`src/rtl/mem_pkg.sv`:
```
// Shared types and constants for the IF/MEM memory arbiter.
package mem_pkg;

  typedef enum logic {
    ST_IDLE   = 1'b0,
    ST_ACCESS = 1'b1
  } state_t;

  typedef enum logic {
    PORT_I = 1'b0,
    PORT_D = 1'b1
  } port_t;

  localparam int unsigned MEM_BYTES_DEFAULT = 1024;

  // Word accesses must be 4-byte aligned and land entirely inside the memory.
  function automatic logic addr_bad(input logic [31:0] addr, input logic [31:0] last_word);
    return (addr[1:0] != 2'b00) || (addr > last_word);
  endfunction

endpackage

```
`src/rtl/mem_arb_prio.sv`:
```
// Data-first priority pick with a starvation counter that hands the
// contested arbitration to the instruction port after STARVE_LIMIT data wins.
module mem_arb_prio
  import mem_pkg::*;
#(
  parameter int unsigned STARVE_LIMIT = 4
) (
  input  logic clk,
  input  logic rst_n,
  input  logic i_req,
  input  logic d_req,
  input  logic gnt_en,
  output logic sel_i,
  output logic sel_d
);

  localparam int CW = $clog2(STARVE_LIMIT + 1);
  localparam logic [CW-1:0] LIMIT = CW'(STARVE_LIMIT);

  logic [CW-1:0] starve_cnt;
  logic          starved;

  assign starved = (starve_cnt == LIMIT);
  assign sel_d   = gnt_en && d_req && !(i_req && starved);
  assign sel_i   = gnt_en && i_req && !sel_d;

  // NOTE: state registers use non-blocking assignments so every flop samples
  // pre-edge values; blocking here would create order-dependent races.
  always_ff @(posedge clk or negedge rst_n) begin
    if (!rst_n) begin
      starve_cnt <= '0;
    end else if (!i_req || sel_i) begin
      starve_cnt <= '0;
    end else if (sel_d && !starved) begin
      starve_cnt <= starve_cnt + 1'b1;
    end
  end

endmodule

```
`src/rtl/mem_arbiter.sv`:
```
// Two-port (instruction/data) arbiter in front of a single-ported byte memory;
// each access is IDLE (grant) -> ACCESS (strobe) -> registered response.
module mem_arbiter
  import mem_pkg::*;
#(
  parameter int unsigned MEM_BYTES    = MEM_BYTES_DEFAULT,
  parameter int unsigned STARVE_LIMIT = 4
) (
  input  logic        clk,
  input  logic        rst_n,
  input  logic        i_req,
  input  logic [31:0] i_addr,
  output logic        i_gnt,
  output logic        i_rvalid,
  output logic [31:0] i_rdata,
  output logic        i_err,
  input  logic        d_req,
  input  logic        d_we,
  input  logic [31:0] d_addr,
  input  logic [31:0] d_wdata,
  output logic        d_gnt,
  output logic        d_rvalid,
  output logic [31:0] d_rdata,
  output logic        d_err,
  output logic        mem_read,
  output logic        mem_write,
  output logic [31:0] mem_addr,
  output logic [31:0] mem_wd,
  input  logic [31:0] mem_rd
);

  localparam logic [31:0] LAST_WORD = 32'(MEM_BYTES - 4);

  state_t      state;
  port_t       lat_port;
  logic        lat_we;
  logic        lat_err;
  logic        sel_i;
  logic        sel_d;
  logic        gnt_en;
  logic        req_we;
  logic [31:0] req_addr;
  logic        req_err;
  logic [31:0] rsp_data;

  // Grants are gated by rst_n so nothing is offered while reset is held.
  assign gnt_en = rst_n && (state == ST_IDLE);

  mem_arb_prio #(
    .STARVE_LIMIT(STARVE_LIMIT)
  ) u_prio (
    .clk   (clk),
    .rst_n (rst_n),
    .i_req (i_req),
    .d_req (d_req),
    .gnt_en(gnt_en),
    .sel_i (sel_i),
    .sel_d (sel_d)
  );

  assign i_gnt    = sel_i;
  assign d_gnt    = sel_d;
  assign req_we   = sel_d && d_we;
  assign req_addr = sel_d ? d_addr : i_addr;
  assign req_err  = addr_bad(req_addr, LAST_WORD);
  assign rsp_data = (!lat_we && !lat_err) ? mem_rd : '0;

  // Memory strobes are registered at the grant edge, so an async reset during
  // ACCESS clears mem_write immediately and the write is never committed.
  always_ff @(posedge clk or negedge rst_n) begin
    if (!rst_n) begin
      state     <= ST_IDLE;
      lat_port  <= PORT_I;
      lat_we    <= 1'b0;
      lat_err   <= 1'b0;
      mem_read  <= 1'b0;
      mem_write <= 1'b0;
      mem_addr  <= '0;
      mem_wd    <= '0;
      i_rvalid  <= 1'b0;
      i_rdata   <= '0;
      i_err     <= 1'b0;
      d_rvalid  <= 1'b0;
      d_rdata   <= '0;
      d_err     <= 1'b0;
    end else begin
      i_rvalid <= 1'b0;
      d_rvalid <= 1'b0;
      case (state)
        ST_IDLE: begin
          if (sel_i || sel_d) begin
            state     <= ST_ACCESS;
            lat_port  <= sel_d ? PORT_D : PORT_I;
            lat_we    <= req_we;
            lat_err   <= req_err;
            mem_addr  <= req_addr;
            mem_read  <= !req_we && !req_err;
            mem_write <= req_we && !req_err;
            mem_wd    <= (req_we && !req_err) ? d_wdata : '0;
          end
        end
        ST_ACCESS: begin
          state     <= ST_IDLE;
          mem_read  <= 1'b0;
          mem_write <= 1'b0;
          mem_addr  <= '0;
          mem_wd    <= '0;
          if (lat_port == PORT_D) begin
            d_rvalid <= 1'b1;
            d_rdata  <= rsp_data;
            d_err    <= lat_err;
          end else begin
            i_rvalid <= 1'b1;
            i_rdata  <= rsp_data;
            i_err    <= lat_err;
          end
        end
        default: state <= ST_IDLE;
      endcase
    end
  end

endmodule
```
`config.mk`:
```
export PLATFORM = sky130hd
export DESIGN_NAME = mem_arbiter
export DESIGN_NICKNAME = d
export VERILOG_FILES = /design/src/rtl/mem_pkg.sv /design/src/rtl/mem_arb_prio.sv /design/src/rtl/mem_arbiter.sv
export SDC_FILE = /design/constraint.sdc
export NUM_CORES = 1
export LEC_CHECK = 0
export CAP_MARGIN = 40
export CORE_ASPECT_RATIO = 0.8
export CORE_UTILIZATION = 37
export CTS_CLUSTER_DIAMETER = 200
export CTS_CLUSTER_SIZE = 12
export DETAILED_ROUTE_END_ITERATION = 16
export GPL_TIMING_DRIVEN = 0
export PLACE_DENSITY = 0.76
export SKIP_CTS_REPAIR_TIMING = 1
export SYNTH_ARGS = -nofsm -noshare
export SYNTH_HDL_FRONTEND = slang
export SYNTH_SLANG_ARGS = --single-unit
```
`constraint.sdc`:
```
create_clock -name clk -period 1.8 [get_ports clk]
set_clock_uncertainty 0.1 [all_clocks]
set_input_delay 0.18 -clock clk [delete_from_list [all_inputs] [get_ports clk]]
set_output_delay 0.18 -clock clk [all_outputs]
set_load 0.03 [all_outputs]
```
After elaboration in Yosys (flattened, before gate mapping):

Cells that the tools add are included.

* register bits: 141
* input bits: 133
* output and inout bits: 136
* logic and storage cells: 68

* add/sub/neg operators: 1
* $lt $le $gt $ge: 1
* eq/ne operators: 2
* mux-type cells: 20
* bitwise gates (word level): 2
* reduce and logical (&&, ||, !) cells: 27

Operators by type and width (number)
* 32-bit two-way mux: 5
* 32-bit case mux with 2 select lines: 2
* 32-bit by 10-bit > comparator with 1-bit output (second input constant): 1
* 1-bit logical AND: 11
* 1-bit logical NOT: 8
* 1-bit two-way mux: 8
* 3-bit two-way mux: 2
* 1-bit case mux with 2 select lines: 3
* 2-bit AND reduction: 3
* 2-bit nonzero test: 2
* 3-bit by 1-bit adder with 3-bit output (second input constant): 1
* 3-bit == test (second input constant): 1
* 1-bit logical OR: 3
* 2-bit by 1-bit inequality test with 1-bit output (second input constant): 1
* 1-bit inverter: 2

Depth between registers and ports, before layout:

* depth in word-level cells: 12
* gate-level depth with buffers: 8
* gate-level depth less buffers: 7

Cells and area by module:

From an unflattened synthesis, not the netlist that was laid out.

* cell total of the unflattened synthesis: 634
* area total of the unflattened synthesis: 6152.2 µm²

Modules (own cells, without submodules)
* mem_arbiter: times used 1, cells an instance 611, area an instance 5944.5 µm², sequential area each 3453.3 µm²
* mem_arb_prio: times used 1, cells an instance 23, area an instance 207.7 µm², sequential area each 75.1 µm²

Worst setup path after synthesis:

OpenSTA, ideal clock, no wires.

* path kind: reg2reg
* start point: register u_prio.starve_cnt[0]
* end point: register mem_addr[2]
* library setup time: 0.127 ns
* arrival time: 1.539 ns
* slack: 0.034 ns
* stages on the path, launching flop included: 8
* clock period less this slack: 1.766 ns
* cells stage by stage: dfrtp_1 -> inv_1 -> ha_1 -> a21bo_1 -> and3_1 -> buf_6 -> a222oi_1 -> inv_1

* word-level cells in the longest chain between the ends: 8
* elaborated cells between the ends (all ways): 11
* those cells by class: eq/ne: 2; mux: 3; reduce/logical: 6

RTL lines
* start: declaration: line mem_arb_prio.sv:20 `logic [CW-1:0] starve_cnt;`
* start signal: assignment: line mem_arb_prio.sv:35 `starve_cnt <= starve_cnt + 1'b1;`
* 3-bit == test: line mem_arb_prio.sv:23 `assign starved = (starve_cnt == LIMIT);`
* 1-bit logical AND: line mem_arb_prio.sv:24 `assign sel_d = gnt_en && d_req && !(i_req && starved);`
* 1-bit logical NOT: line mem_arb_prio.sv:24
* 1-bit logical AND: line mem_arb_prio.sv:24
* 1-bit logical NOT: line mem_arb_prio.sv:25 `assign sel_i = gnt_en && i_req && !sel_d;`
* 1-bit logical AND: line mem_arb_prio.sv:25
* named net i_gnt: line mem_arbiter.sv:13 `output logic i_gnt,`
* 1-bit logical OR: line mem_arbiter.sv:91 `if (sel_i || sel_d) begin`
* 2-bit by 1-bit inequality test with 1-bit output (no line)
* end signal: assignment: line mem_arbiter.sv:96 `mem_addr <= req_addr;`
* end: declaration: line mem_arbiter.sv:27 `output logic [31:0] mem_addr,`

The timed path passes the listed nets, and every way through them passes these cells. The select of a mux whose other input is x is not followed.
A chain may end at the register's enable or synchronous reset.

Worst setup path after layout:

* start point: register u_prio.starve_cnt[0]
* end point: output port d_gnt

* word-level cells in the longest chain between the ends: 4

RTL lines
* 3-bit == test: line mem_arb_prio.sv:23
* 1-bit logical AND: line mem_arb_prio.sv:24
* 1-bit logical NOT: line mem_arb_prio.sv:24
* 1-bit logical AND: line mem_arb_prio.sv:24
* end: declaration: line mem_arbiter.sv:21 `output logic d_gnt,`

Every way passes these cells.

==> results.toml <==
[run_status]
run_status = "finished with violations"
violations = "hold timing, setup timing"

[route]
detail_route.wl_per_cell_microns = 17.7
vias_after_detailed_routing = 5335
detail_route.drc_violations = 0
detailedRoute.firstIterationViolations = 364
vias_per_cell = 5.12
drt-pass1-iter-count = 5
routed_wire_length_microns = 18400
route.antenna.remaining_nets = 0

[global_routing]
first_pass_grt_wire_length_microns = 28400
grt_pass1_vias = 5403
grt_max_degree = 91
globalRoute.totalOverflow = 0
track_usage_pct = 23.0
grt_antenna_before_repair = 0

[setup_path]
timing_worst_setup_path_type = "reg2out"
startpoint_type = "flip-flop"
end_kind = "output port"
worstPathMaxFanout = 4
critPathLaunch = "u_prio.starve_cnt[0]"
crit-reg2reg-launch = "u_prio.starve_cnt[0]"
cp.required_ns = 1.52
timing.critical_path.arrival_ns = 1.58

[sta]
post-route-period-util_pct = 103
min_period_ns = 1.86
max-slew-margin-rel_pct = 67.4
setup_viol = 3
worst_hold_slack_ns = -0.467
slew_viols_final = 0
post-route-worst-setup-slack_ns = -0.0619
finalHoldViolCount = 141
grt_setup_unrepaired = "true"
actual_slew_at_the_worst_max_slew_pin_ns = 0.489
fmaxAchievable_mhz = 537

[cts]
cts_num_sinks = 141
clock_latency_reported_for_the_late_side_of_the_worst_skew_pair_ns = 0.41
cts-buffers-inserted = 17
cts_tree = "done"
htree_levels = 4
worst_setup_hold_path_clk_slew_ns = 0.06
root_buffer = "sky130_fd_sc_hd__clkbuf_16"
clock_path_buffers = 2

[place]
dp.final_hpwl_microns = 13800
globalplace.congestion = 0.854
portBuffers = 268

[power]
total_design_power_mw = 10.4
clock_power_share_pct = 32.5
power.net_switching_mw = 3.48
power.density_cell_area_nw_per_um2 = 1080
combinationalPowerShare_pct = 29.9
leakagePower_nw = 4.52
pwr-share-seq_pct = 37.7
internal_power_mw = 6.92
vdd_ir_drop_max_uv = 607
swShare_pct = 33.5

[floorplan]
design.core.area_sq_um = 15200
die-height_microns = 114
floorplan.die.width_microns = 142
initial_core_util_pct = 38.3
num_io_pins = 269
site_rows = 40
die-area_sq_um = 16300

[synth]
synth_nets = 656
seq_area_frac_synth_pct = 60.5
ys_async_sr_fraction_pct = 100
yosys_register_bits = 141
syn-cell-area_sq_um = 5830
synth.distinct_cells = 43
postSynthAreaPerCell_sq_um = 11.2
synth-warning-count = 0
synth_edf_count = 0
synthesis.instances = 521
synth_top_flop_cell = "sky130_fd_sc_hd__dfrtp_1"

[layout]
num-nets-final = 954
final_common_cell = "sky130_fd_sc_hd__clkdlybuf4s50_1"
layout_common_cells = "sky130_fd_sc_hd__clkdlybuf4s50_1, sky130_fd_sc_hd__dfrtp_1, sky130_fd_sc_hd__nand2_1, sky130_fd_sc_hd__o21ai_0, sky130_fd_sc_hd__a22o_1"
final_layout_size_suffix_gt1_share_pct = 10.9
p_r_area_growth_vs_syn_pct = 64.5
antenna_cells = 0
final_core_utilization_pct = 63.0

[run]
maxCapViolCount = 0

[worst_hold_path]
min-delay-path-class = "in2async"
routing by layer:
| layer | track usage [%] | vias up | wire length, microns |
|---|---|---|---|
| li1 | - | 2436 | - |
| met1 | 29.0 | 2668 | 7980 |
| met2 | 37.8 | 215 | 8970 |
| met3 | 6.86 | 16 | 1290 |
| met4 | 7.74 | 0 | 180 |
| met5 | 0 | - | 0 |
synth_stat cells (all sizes together) (8+ instances only):
cell | instances | share of area (%)
o21ai | 92 | 8.0
inv | 15 | 0.97
mux2i | 24 | 4.1
nand3b | 24 | 3.1
dfrtp | 141 | 61
nor4 | 10 | 1.9
a22o | 33 | 5.0
buf | 12 | 1.8
clkbuf | 25 | 1.6
nand2 | 104 | 7.0
a222oi | 8 | 1.4
flip-flops by register name, indices dropped and copies added (netlist names), 3 cells and up:
signal	count
d_rdata	32
i_rdata	32
mem_addr	32
mem_wd	32
u_prio.starve_cnt	3
final timing paths:
check	slack [ns]	endpoint	cells after the start
max	-0.06	d_gnt	7
min	-0.47	mem_addr[20]	1
max reg2reg	-0.03	mem_addr[8]	7
min reg2reg	0.38	i_rdata[16]	2
max in group asynchronous	1.44	u_prio.starve_cnt[0]	2
min in group clk	0.23	d_rdata[14]	3
logic make-up (layout without fill, tap and decap cells):
kind of cell	after synthesis	count (layout)	synth area share, %
AO/OA/AOI/OAI	142	142	15.4
adder cells (fa/ha/maj)	2	2	0.429
buffers and inverters	52	363	4.34
flip-flops	141	141	60.5
multiplexers	26	26	4.51
AND/OR/NAND/NOR	158	158	14.8
critical path: stages (launching register included):
cell,delay (ns)
sky130_fd_sc_hd__dfrtp_1,0.41
sky130_fd_sc_hd__inv_2,0.08
sky130_fd_sc_hd__ha_4,0.15
sky130_fd_sc_hd__nand3_4,0.13
sky130_fd_sc_hd__nand2_8,0.12
sky130_fd_sc_hd__inv_4,0.04
sky130_fd_sc_hd__buf_8,0.12
sky130_fd_sc_hd__buf_6,0.13
through the flow:
| stage | setup slack (ns) | TNS [ns] | std cells | area (sq um) |
|---|---|---|---|---|
| 3_5_place_dp | -1.02 | -44.39 | 1000 | 8800 |
| 5_1_grt | -0.132 | -0.575 | 1042 | 9590 |
| 6_report | -0.0619 | -0.144 | 1042 | 9590 |
| 2_1_floorplan | 0.0338 | 0 | 521 | 5830 |
| 3_3_place_gp | -5.44 | -1068.91 | 999 | 8770 |
| 4_1_cts | -1.03 | -14.89 | 1032 | 9380 |
power by group through the flow:
stage                     sequential (mW)  clock, mW  combinational (mW)
after floorplan                      4.85          0               0.587
after global placement               3.95          0                3.03
after detailed placement             3.97          0                3.08
after CTS                            3.92       3.47                3.09
after global routing                 3.97       3.62                3.30
final                                3.92       3.38                3.10
layout make-up:
type	count	area, sq um
Buffer	34	190
Clock buffer	19	443
Clock inverter	13	130
Fill cell	1239	5630
Inverter	15	58.8
Multi-Input combinational cell	328	2070
Sequential cell	141	3530
Tap cell	210	263
Timing Repair Buffer	282	2900
Note: power is estimated with default switching activity, not from simulation.
